## config.mk

```make
export PLATFORM = sky130hd
export DESIGN_NAME = vga_timing_gen
export DESIGN_NICKNAME = d
export VERILOG_FILES = /design/src/rtl/vga_timing_gen.sv
export SDC_FILE = /design/constraint.sdc
export NUM_CORES = 1
export LEC_CHECK = 0
export BUFFER_PORTS_ARGS = -buffer_cell sky130_fd_sc_hd__buf_2
export CORE_UTILIZATION = 50
export CTS_BUF_LIST = sky130_fd_sc_hd__clkbuf_16
export CTS_CLUSTER_SIZE = 16
export DETAILED_ROUTE_END_ITERATION = 8
export PLACE_DENSITY = 0.79
export SLEW_MARGIN = 20
export SYNTH_ARGS = -nofsm -noshare
export SYNTH_HDL_FRONTEND = slang
export SYNTH_SLANG_ARGS = --single-unit
```

## constraint.sdc

```tcl
create_clock -name i_clk -period 2.2 [get_ports i_clk]
set_input_delay 0 -clock i_clk [delete_from_list [all_inputs] [get_ports i_clk]]
set_output_delay 0 -clock i_clk [all_outputs]
set_load 0.005 [all_outputs]
```

## src/rtl/vga_timing_gen.sv

```systemverilog
// 800x600 VGA raster timing generator: pixel/line counters, syncs, display
// enable and line/frame markers, advancing one position per pixel strobe.
module vga_timing_gen #(
  parameter int H_ACTIVE = 800,
  parameter int H_FRONT  = 56,
  parameter int H_SYNC   = 120,
  parameter int H_BACK   = 64,
  parameter int V_ACTIVE = 600,
  parameter int V_FRONT  = 37,
  parameter int V_SYNC   = 6,
  parameter int V_BACK   = 23,
  parameter bit SYNC_POL = 1'b1
) (
  input  logic        i_clk,
  input  logic        i_rst_n,
  input  logic        i_pix_stb,
  output logic [10:0] o_h_coord,
  output logic [9:0]  o_v_coord,
  output logic        o_disp_enbl,
  output logic        o_hsync,
  output logic        o_vsync,
  output logic        o_line_start,
  output logic        o_frame_start,
  output logic [7:0]  o_frame_cnt
);

  localparam int H_TOTAL = H_ACTIVE + H_FRONT + H_SYNC + H_BACK;
  localparam int V_TOTAL = V_ACTIVE + V_FRONT + V_SYNC + V_BACK;

  generate
    if (H_TOTAL > 2048 || V_TOTAL > 1024) begin : g_param_check
      $error("vga_timing_gen: H_TOTAL must be <= 2048 and V_TOTAL <= 1024");
    end
  endgenerate

  localparam logic [10:0] H_LAST      = 11'(H_TOTAL - 1);
  localparam logic [10:0] H_DE_END    = 11'(H_ACTIVE);
  localparam logic [10:0] H_SYNC_BEG  = 11'(H_ACTIVE + H_FRONT);
  localparam logic [10:0] H_SYNC_END  = 11'(H_ACTIVE + H_FRONT + H_SYNC);
  localparam logic [9:0]  V_LAST      = 10'(V_TOTAL - 1);
  localparam logic [9:0]  V_DE_END    = 10'(V_ACTIVE);
  localparam logic [9:0]  V_SYNC_BEG  = 10'(V_ACTIVE + V_FRONT);
  localparam logic [9:0]  V_SYNC_END  = 10'(V_ACTIVE + V_FRONT + V_SYNC);

  logic [10:0] h_nxt;
  logic [9:0]  v_nxt;
  logic        frame_seen;

  logic        next_de;
  logic        next_hs;
  logic        next_vs;
  logic        at_line;
  logic        at_frame;

  // Decode the position about to be registered so every output lands on the
  // same edge. vsync follows v_nxt, which only moves when h_nxt wraps to 0.
  always_comb begin
    next_de  = 1'b0;
    next_hs  = ~SYNC_POL;
    next_vs  = ~SYNC_POL;
    at_line  = 1'b0;
    at_frame = 1'b0;
    if ((h_nxt < H_DE_END) && (v_nxt < V_DE_END)) next_de = 1'b1;
    if ((h_nxt >= H_SYNC_BEG) && (h_nxt < H_SYNC_END)) next_hs = SYNC_POL;
    if ((v_nxt >= V_SYNC_BEG) && (v_nxt < V_SYNC_END)) next_vs = SYNC_POL;
    if (h_nxt == 11'd0) at_line = 1'b1;
    if ((h_nxt == 11'd0) && (v_nxt == 10'd0)) at_frame = 1'b1;
  end

  always_ff @(posedge i_clk or negedge i_rst_n) begin
    if (!i_rst_n) begin
      h_nxt         <= '0;
      v_nxt         <= '0;
      frame_seen    <= 1'b0;
      o_h_coord     <= '0;
      o_v_coord     <= '0;
      o_disp_enbl   <= 1'b0;
      o_hsync       <= ~SYNC_POL;
      o_vsync       <= ~SYNC_POL;
      o_line_start  <= 1'b0;
      o_frame_start <= 1'b0;
      o_frame_cnt   <= '0;
    end else begin
      o_line_start  <= 1'b0;
      o_frame_start <= 1'b0;
      if (i_pix_stb) begin
        o_h_coord     <= h_nxt;
        o_v_coord     <= v_nxt;
        o_disp_enbl   <= next_de;
        o_hsync       <= next_hs;
        o_vsync       <= next_vs;
        o_line_start  <= at_line;
        o_frame_start <= at_frame;
        // The very first (0,0) after reset opens frame 0; nothing completed yet.
        if (at_frame) begin
          frame_seen <= 1'b1;
          if (frame_seen) o_frame_cnt <= o_frame_cnt + 8'd1;
        end
        if (h_nxt == H_LAST) begin
          h_nxt <= '0;
          v_nxt <= (v_nxt == V_LAST) ? 10'd0 : v_nxt + 10'd1;
        end else begin
          h_nxt <= h_nxt + 11'd1;
        end
      end
    end
  end

endmodule

```

Word-level counts from Yosys, hierarchy flattened:

Cells that the tools add are included.

* register bits: 56
* input bits: 3

* add/sub/neg operators: 3
* order comparisons: 6
* eq/ne operators: 2
* mux-type cells: 9
* reduce and logical (&&, ||, !) cells: 9

Operators with widths (count)
* $lt 11x10->1 const B: 2
* $lt 10x10->1 const B: 2
* $add 11x1->11 const B: 1
* $eq 11x11->1 const B: 1
* $ge 11x10->1 const B: 1
* $logic_not 11->1: 1
* $mux 11: 1
* $add 10x1->10 const B: 1
* $eq 10x10->1 const B: 1
* $ge 10x10->1 const B: 1
* $logic_not 10->1: 1
* $mux 10: 1
* $add 8x1->8 const B: 1
* $mux 1: 7
* $logic_and 1x1->1: 4
* $reduce_and 2->1: 2
* $reduce_and 3->1: 1

Depth between registers and ports, before layout:

* depth after elaboration: 4
* gate-level depth with buffers: 7

Worst setup path before layout:

Ideal clock, no wire load.

* kind: register to register
* start: register h_nxt[0]
* end: register v_nxt[5]
* data arrival time: 1692 ps
* required time: 2075 ps
* slack: 384 ps
* stages on the path, launching flop included: 7
* buffers on the path: 1
* period minus slack after synthesis: 1816 ps
* cells stage by stage: dfrtp_1 > ha_1 > and4_1 > clkbuf_2 > nand4_1 > nor3_1 > mux2_2

* longest elaborated chain between the ends: 2

Ends and longest elaborated chain
* start, declared: line 45 `logic [10:0] h_nxt;`
* start signal, assigned: line 103 `h_nxt <= h_nxt + 11'd1;`
* $eq 11x11->1: line 99 `if (h_nxt == H_LAST) begin`
* $reduce_and 2->1 (no source line)
* end signal, assigned: line 101 `v_nxt <= (v_nxt == V_LAST) ? 10'd0 : v_nxt + 10'd1;`
* end, declared: line 46 `logic [9:0] v_nxt;`

No other way between the ends.
A chain may end at the register's enable or synchronous reset.

Worst setup path in the final report:

* start: register v_nxt[0]
* end: register o_frame_cnt[1]

* longest elaborated chain between the ends: 4

Ends and longest elaborated chain
* $logic_not 10->1: line 67 `if ((h_nxt == 11'd0) && (v_nxt == 10'd0)) at_frame = 1'b1;`
* $logic_and 1x1->1: line 67
* $mux 1: line 67
* $reduce_and 3->1 (no source line)
* end signal, assigned: line 97 `if (frame_seen) o_frame_cnt <= o_frame_cnt + 8'd1;`
* end, declared: line 24 `output logic [7:0] o_frame_cnt`

No other way between the ends.

==> impl_metrics.py <==
metrics = {
    "status": {
        "status": "finished, final reports clean",
    },
    "die": {
        "horiz_die_dim_um": 74.56,
        "die_y_um": 74.56,
        "die_area_um2": 5559,
        "core_um2": 5075,
        "number_of_rows_created_at_floorplan": 26,
        "floorplan.initialDensity_pct": 51.87,
        "ioPinCount": 37,
    },
    "timing": {
        "timing.setup.tns_ps": 0,
        "rsz_0062_raised_after_global_routing": "false",
        "drv_slew": 0,
        "timing.final.setup_violations": 0,
        "finalCritPeriodShare_pct": 90.15,
        "final_period_minus_worst_setup_slack_ps": 1983,
        "clock_skews_ps": 4.445,
        "final_worst_setup_slack_ps": 216.6,
        "tightestPinTransition_ps": 593.0,
        "fmax_mhz": 504.2,
        "slew_headroom_pct": 60.46,
        "hold_violations": 0,
    },
    "synth": {
        "ys.flop_type": "sky130_fd_sc_hd__dfrtp_1",
        "synth_fp_nets": 241,
        "netlist_top_cells_area": "sky130_fd_sc_hd__dfrtp_1 53%, sky130_fd_sc_hd__mux2_2 10%, sky130_fd_sc_hd__ha_1 3.3%, sky130_fd_sc_hd__xor2_1 3.3%, sky130_fd_sc_hd__nand2_1 2.4%",
        "synth_edf_count": 0,
        "synth_area_um2": 2633,
        "synth_top_cell_by_area": "sky130_fd_sc_hd__dfrtp_1",
        "synthCells": 231,
        "yosysUniqueCellTypes": 46,
        "async_reset_ff_share_pct": 100.0,
        "yosys_register_bits": 56,
        "synth.yosys.seq_area_share_pct": 53.23,
        "synth_warnings": 0,
        "yosys.area.top_type_share_pct": 53.23,
        "syn-mean-instance-area_um2": 11.40,
    },
    "power_and_ir_drop": {
        "max-vdd-ir-drop_uv": 542.4,
        "power.density_cell_area_nw_per_um2": 807.1,
        "power_leakage_nw": 1.559,
        "power_mw": 2.503,
    },
    "detailed_routing": {
        "via_per_inst": 5.411,
        "post-route-drc-count": 0,
        "num_vias": 1856,
        "finalWirelength_um": 4874,
        "routed_wire_length_per_instance_um": 14.21,
        "drt_iter0_drc": 96,
        "antenna_violating_nets_post_route": 0,
        "drt-pass1-iter-count": 4,
    },
    "clock_network": {
        "post_cts_resize_count": 0,
        "clock_tree.buffer_depth": 2,
        "worst_skew_pair.late_latency_ps": 290,
        "numClockSinks": 56,
        "clkSlewWorstSetupHoldPaths_ps": 70,
        "cts_buffers": 5,
        "htree_levels": 2,
        "cts_tree": "yes",
        "cts_root_buf": "sky130_fd_sc_hd__clkbuf_16",
    },
    "setup_path": {
        "crit_path_end": "o_frame_cnt[1]",
        "timing.critical_path.to_type": "flip-flop",
        "worst_r2r_startpoint": "v_nxt[0]",
        "crit_type": "flip-flop to flip-flop",
        "r2r-end": "o_frame_cnt[1]",
        "timing.critical_path.from": "v_nxt[0]",
        "reg2reg_depth": 6,
        "cp_data_required_time_ps": 2380,
        "timing.reg2reg.setup_slack_ps": 220,
        "startpoint_type": "flip-flop",
        "cp.arrival_ps": 2170,
        "path_max_fanout": 8,
    },
    "cells_and_area": {
        "fillCellCount": 417,
        "flow.area_growth_from_synthesis_pct": 17.82,
        "final_layout_size_suffix_gt1_share_pct": 30.77,
        "num_antenna_cells": 0,
        "layout.nets": 282,
    },
    "placed_design": {
        "port_buffers": 36,
        "pre_cts_slack_ps": 211.3,
        "hpwl_um": 3454,
        "globalplace.congestion": 0.9798,
    },
    "run": {
        "max_cap_viol_count": 0,
    },
    "global_routing": {
        "overflow": 0,
        "maximum_number_of_pins_on_one_net_before_global_route_repair": 33,
        "grt_pass1_wl_um": 8121,
        "gr-usage-all-layers_pct": 19.65,
        "grt_pass1_vias": 1682,
        "number_of_antenna_violations_at_the_first_check_in_global_routing": 0,
    },
    "min_path": {
        "min_path_type": "input port to asynchronous set/reset pin",
    },
}
[worst min path at each step]
| stage | to | slack (ps) |
|---|---|---|
| 2_1_floorplan | frame_seen | -300 |
| 3_3_place_gp | v_nxt[4] | 40 |
| 3_5_place_dp | v_nxt[4] | 40 |
| 4_1_cts | h_nxt[6] | 260 |
| 5_1_grt | h_nxt[4] | 300 |
| 6_report | o_v_coord[7] | 240 |
[cell type report]
class / instances / area, um2 / area share [%]
flip-flops and latches: 56 / 1401 / 45.18
multi-input cells: 152 / 1141 / 36.79
repair buffers: 44 / 255.2 / 8.229
clock buffers: 5 / 125.1 / 4.034
well taps: 70 / 87.58 / 2.824
inverters: 13 / 48.80 / 1.573
clock inverters: 3 / 42.54 / 1.372
[worst max-delay path, stage by stage (launching register included)]
cell and delay, ps:
sky130_fd_sc_hd__dfrtp_1 450, sky130_fd_sc_hd__inv_1 110, sky130_fd_sc_hd__ha_1 140, sky130_fd_sc_hd__nor4b_1 320
sky130_fd_sc_hd__nand3_1 250, sky130_fd_sc_hd__nor3_2 240, sky130_fd_sc_hd__mux2_2 360
[registers in the layout, indices dropped and copies added, names as in the netlist]
name	cells
o_line_start	1
o_hsync	1
o_v_coord	10
o_h_coord	11
h_nxt	11
o_frame_cnt	8
o_disp_enbl	1
o_vsync	1
frame_seen	1
v_nxt	10
o_frame_start	1
[what timing repair did]
action	in CTS	in global routing
endpoints found under the setup margin	0	0
setup buffers	0	0
hold buffers	1	0
hold endpoints to repair	24	0
[through the flow]
stage / hold slack, ps / std cells / util [%] / area, um2
after detailed placement: 38.09 / 334 / 57.62 / 2924
after floorplan: -295.6 / 231 / - / 2633
after CTS: 255.0 / 343 / 61.12 / 3102
after global placement: 37.11 / 334 / 57.62 / 2924
after global routing: 304.9 / 343 / 61.12 / 3102
final: 242.7 / 343 / 61.12 / 3102
[routing by layer]
layer | global-route usage (%) | up-vias | wire (um)
li1 | - | 900 | -
met1 | 27.66 | 915 | 2415
met2 | 29.53 | 35 | 2200
met3 | 4.743 | 6 | 182
met4 | 7.547 | 0 | 76
met5 | 0 | - | 0
[synth_stat cells, types with 3 or more instances]
cell type,instances
sky130_fd_sc_hd__xnor2_1,6
sky130_fd_sc_hd__ha_1,7
sky130_fd_sc_hd__clkbuf_1,7
sky130_fd_sc_hd__and3_1,4
sky130_fd_sc_hd__nand2_1,17
sky130_fd_sc_hd__mux2_2,24
sky130_fd_sc_hd__or3_1,3
sky130_fd_sc_hd__nor4_1,3
sky130_fd_sc_hd__nand3_1,11
sky130_fd_sc_hd__nor2_1,9
sky130_fd_sc_hd__xor2_1,10
sky130_fd_sc_hd__nand4_1,8
sky130_fd_sc_hd__and4_1,3
sky130_fd_sc_hd__inv_1,13
sky130_fd_sc_hd__nor3_1,6
sky130_fd_sc_hd__o21ai_0,8
sky130_fd_sc_hd__dfrtp_1,56
sky130_fd_sc_hd__a21oi_1,3
[logic make-up (layout without fill, tap and decap cells)]
logic type | after synthesis | after routing | synth area share [%]
muxes | 25 | 25 | 10.65
and+or+nand+nor | 81 | 81 | 18.39
adders and majority gates | 7 | 7 | 3.327
buffers and inverters | 23 | 65 | 3.422
DFF | 56 | 56 | 53.23
AOI/OAI and AO/OA | 23 | 23 | 5.657
xor gates and xnor gates | 16 | 16 | 5.323
[cells in the final DEF (no fill, tap or decap), drive strengths merged, types with 6 or more instances in the layout]
cell type / n
xnor2: 6
xor2: 10
dfrtp: 56
nand2: 17
nand3: 11
inv: 13
nand4: 9
mux2: 24
nor3: 7
buf: 43
o21ai: 8
nor2: 9
ha: 7
[report_power, final]
| part | internal [mW] | switching, mW | leakage [nW] | total (mW) |
|---|---|---|---|---|
| Clock | 0.535 | 0.355 | 0.0798 | 0.890 |
| Combinational | 0.180 | 0.156 | 0.766 | 0.335 |
| Sequential | 1.14 | 0.141 | 0.713 | 1.28 |
| Total | 1.85 | 0.651 | 1.56 | 2.50 |
No activity file was read; power rests on OpenSTA's default activity.
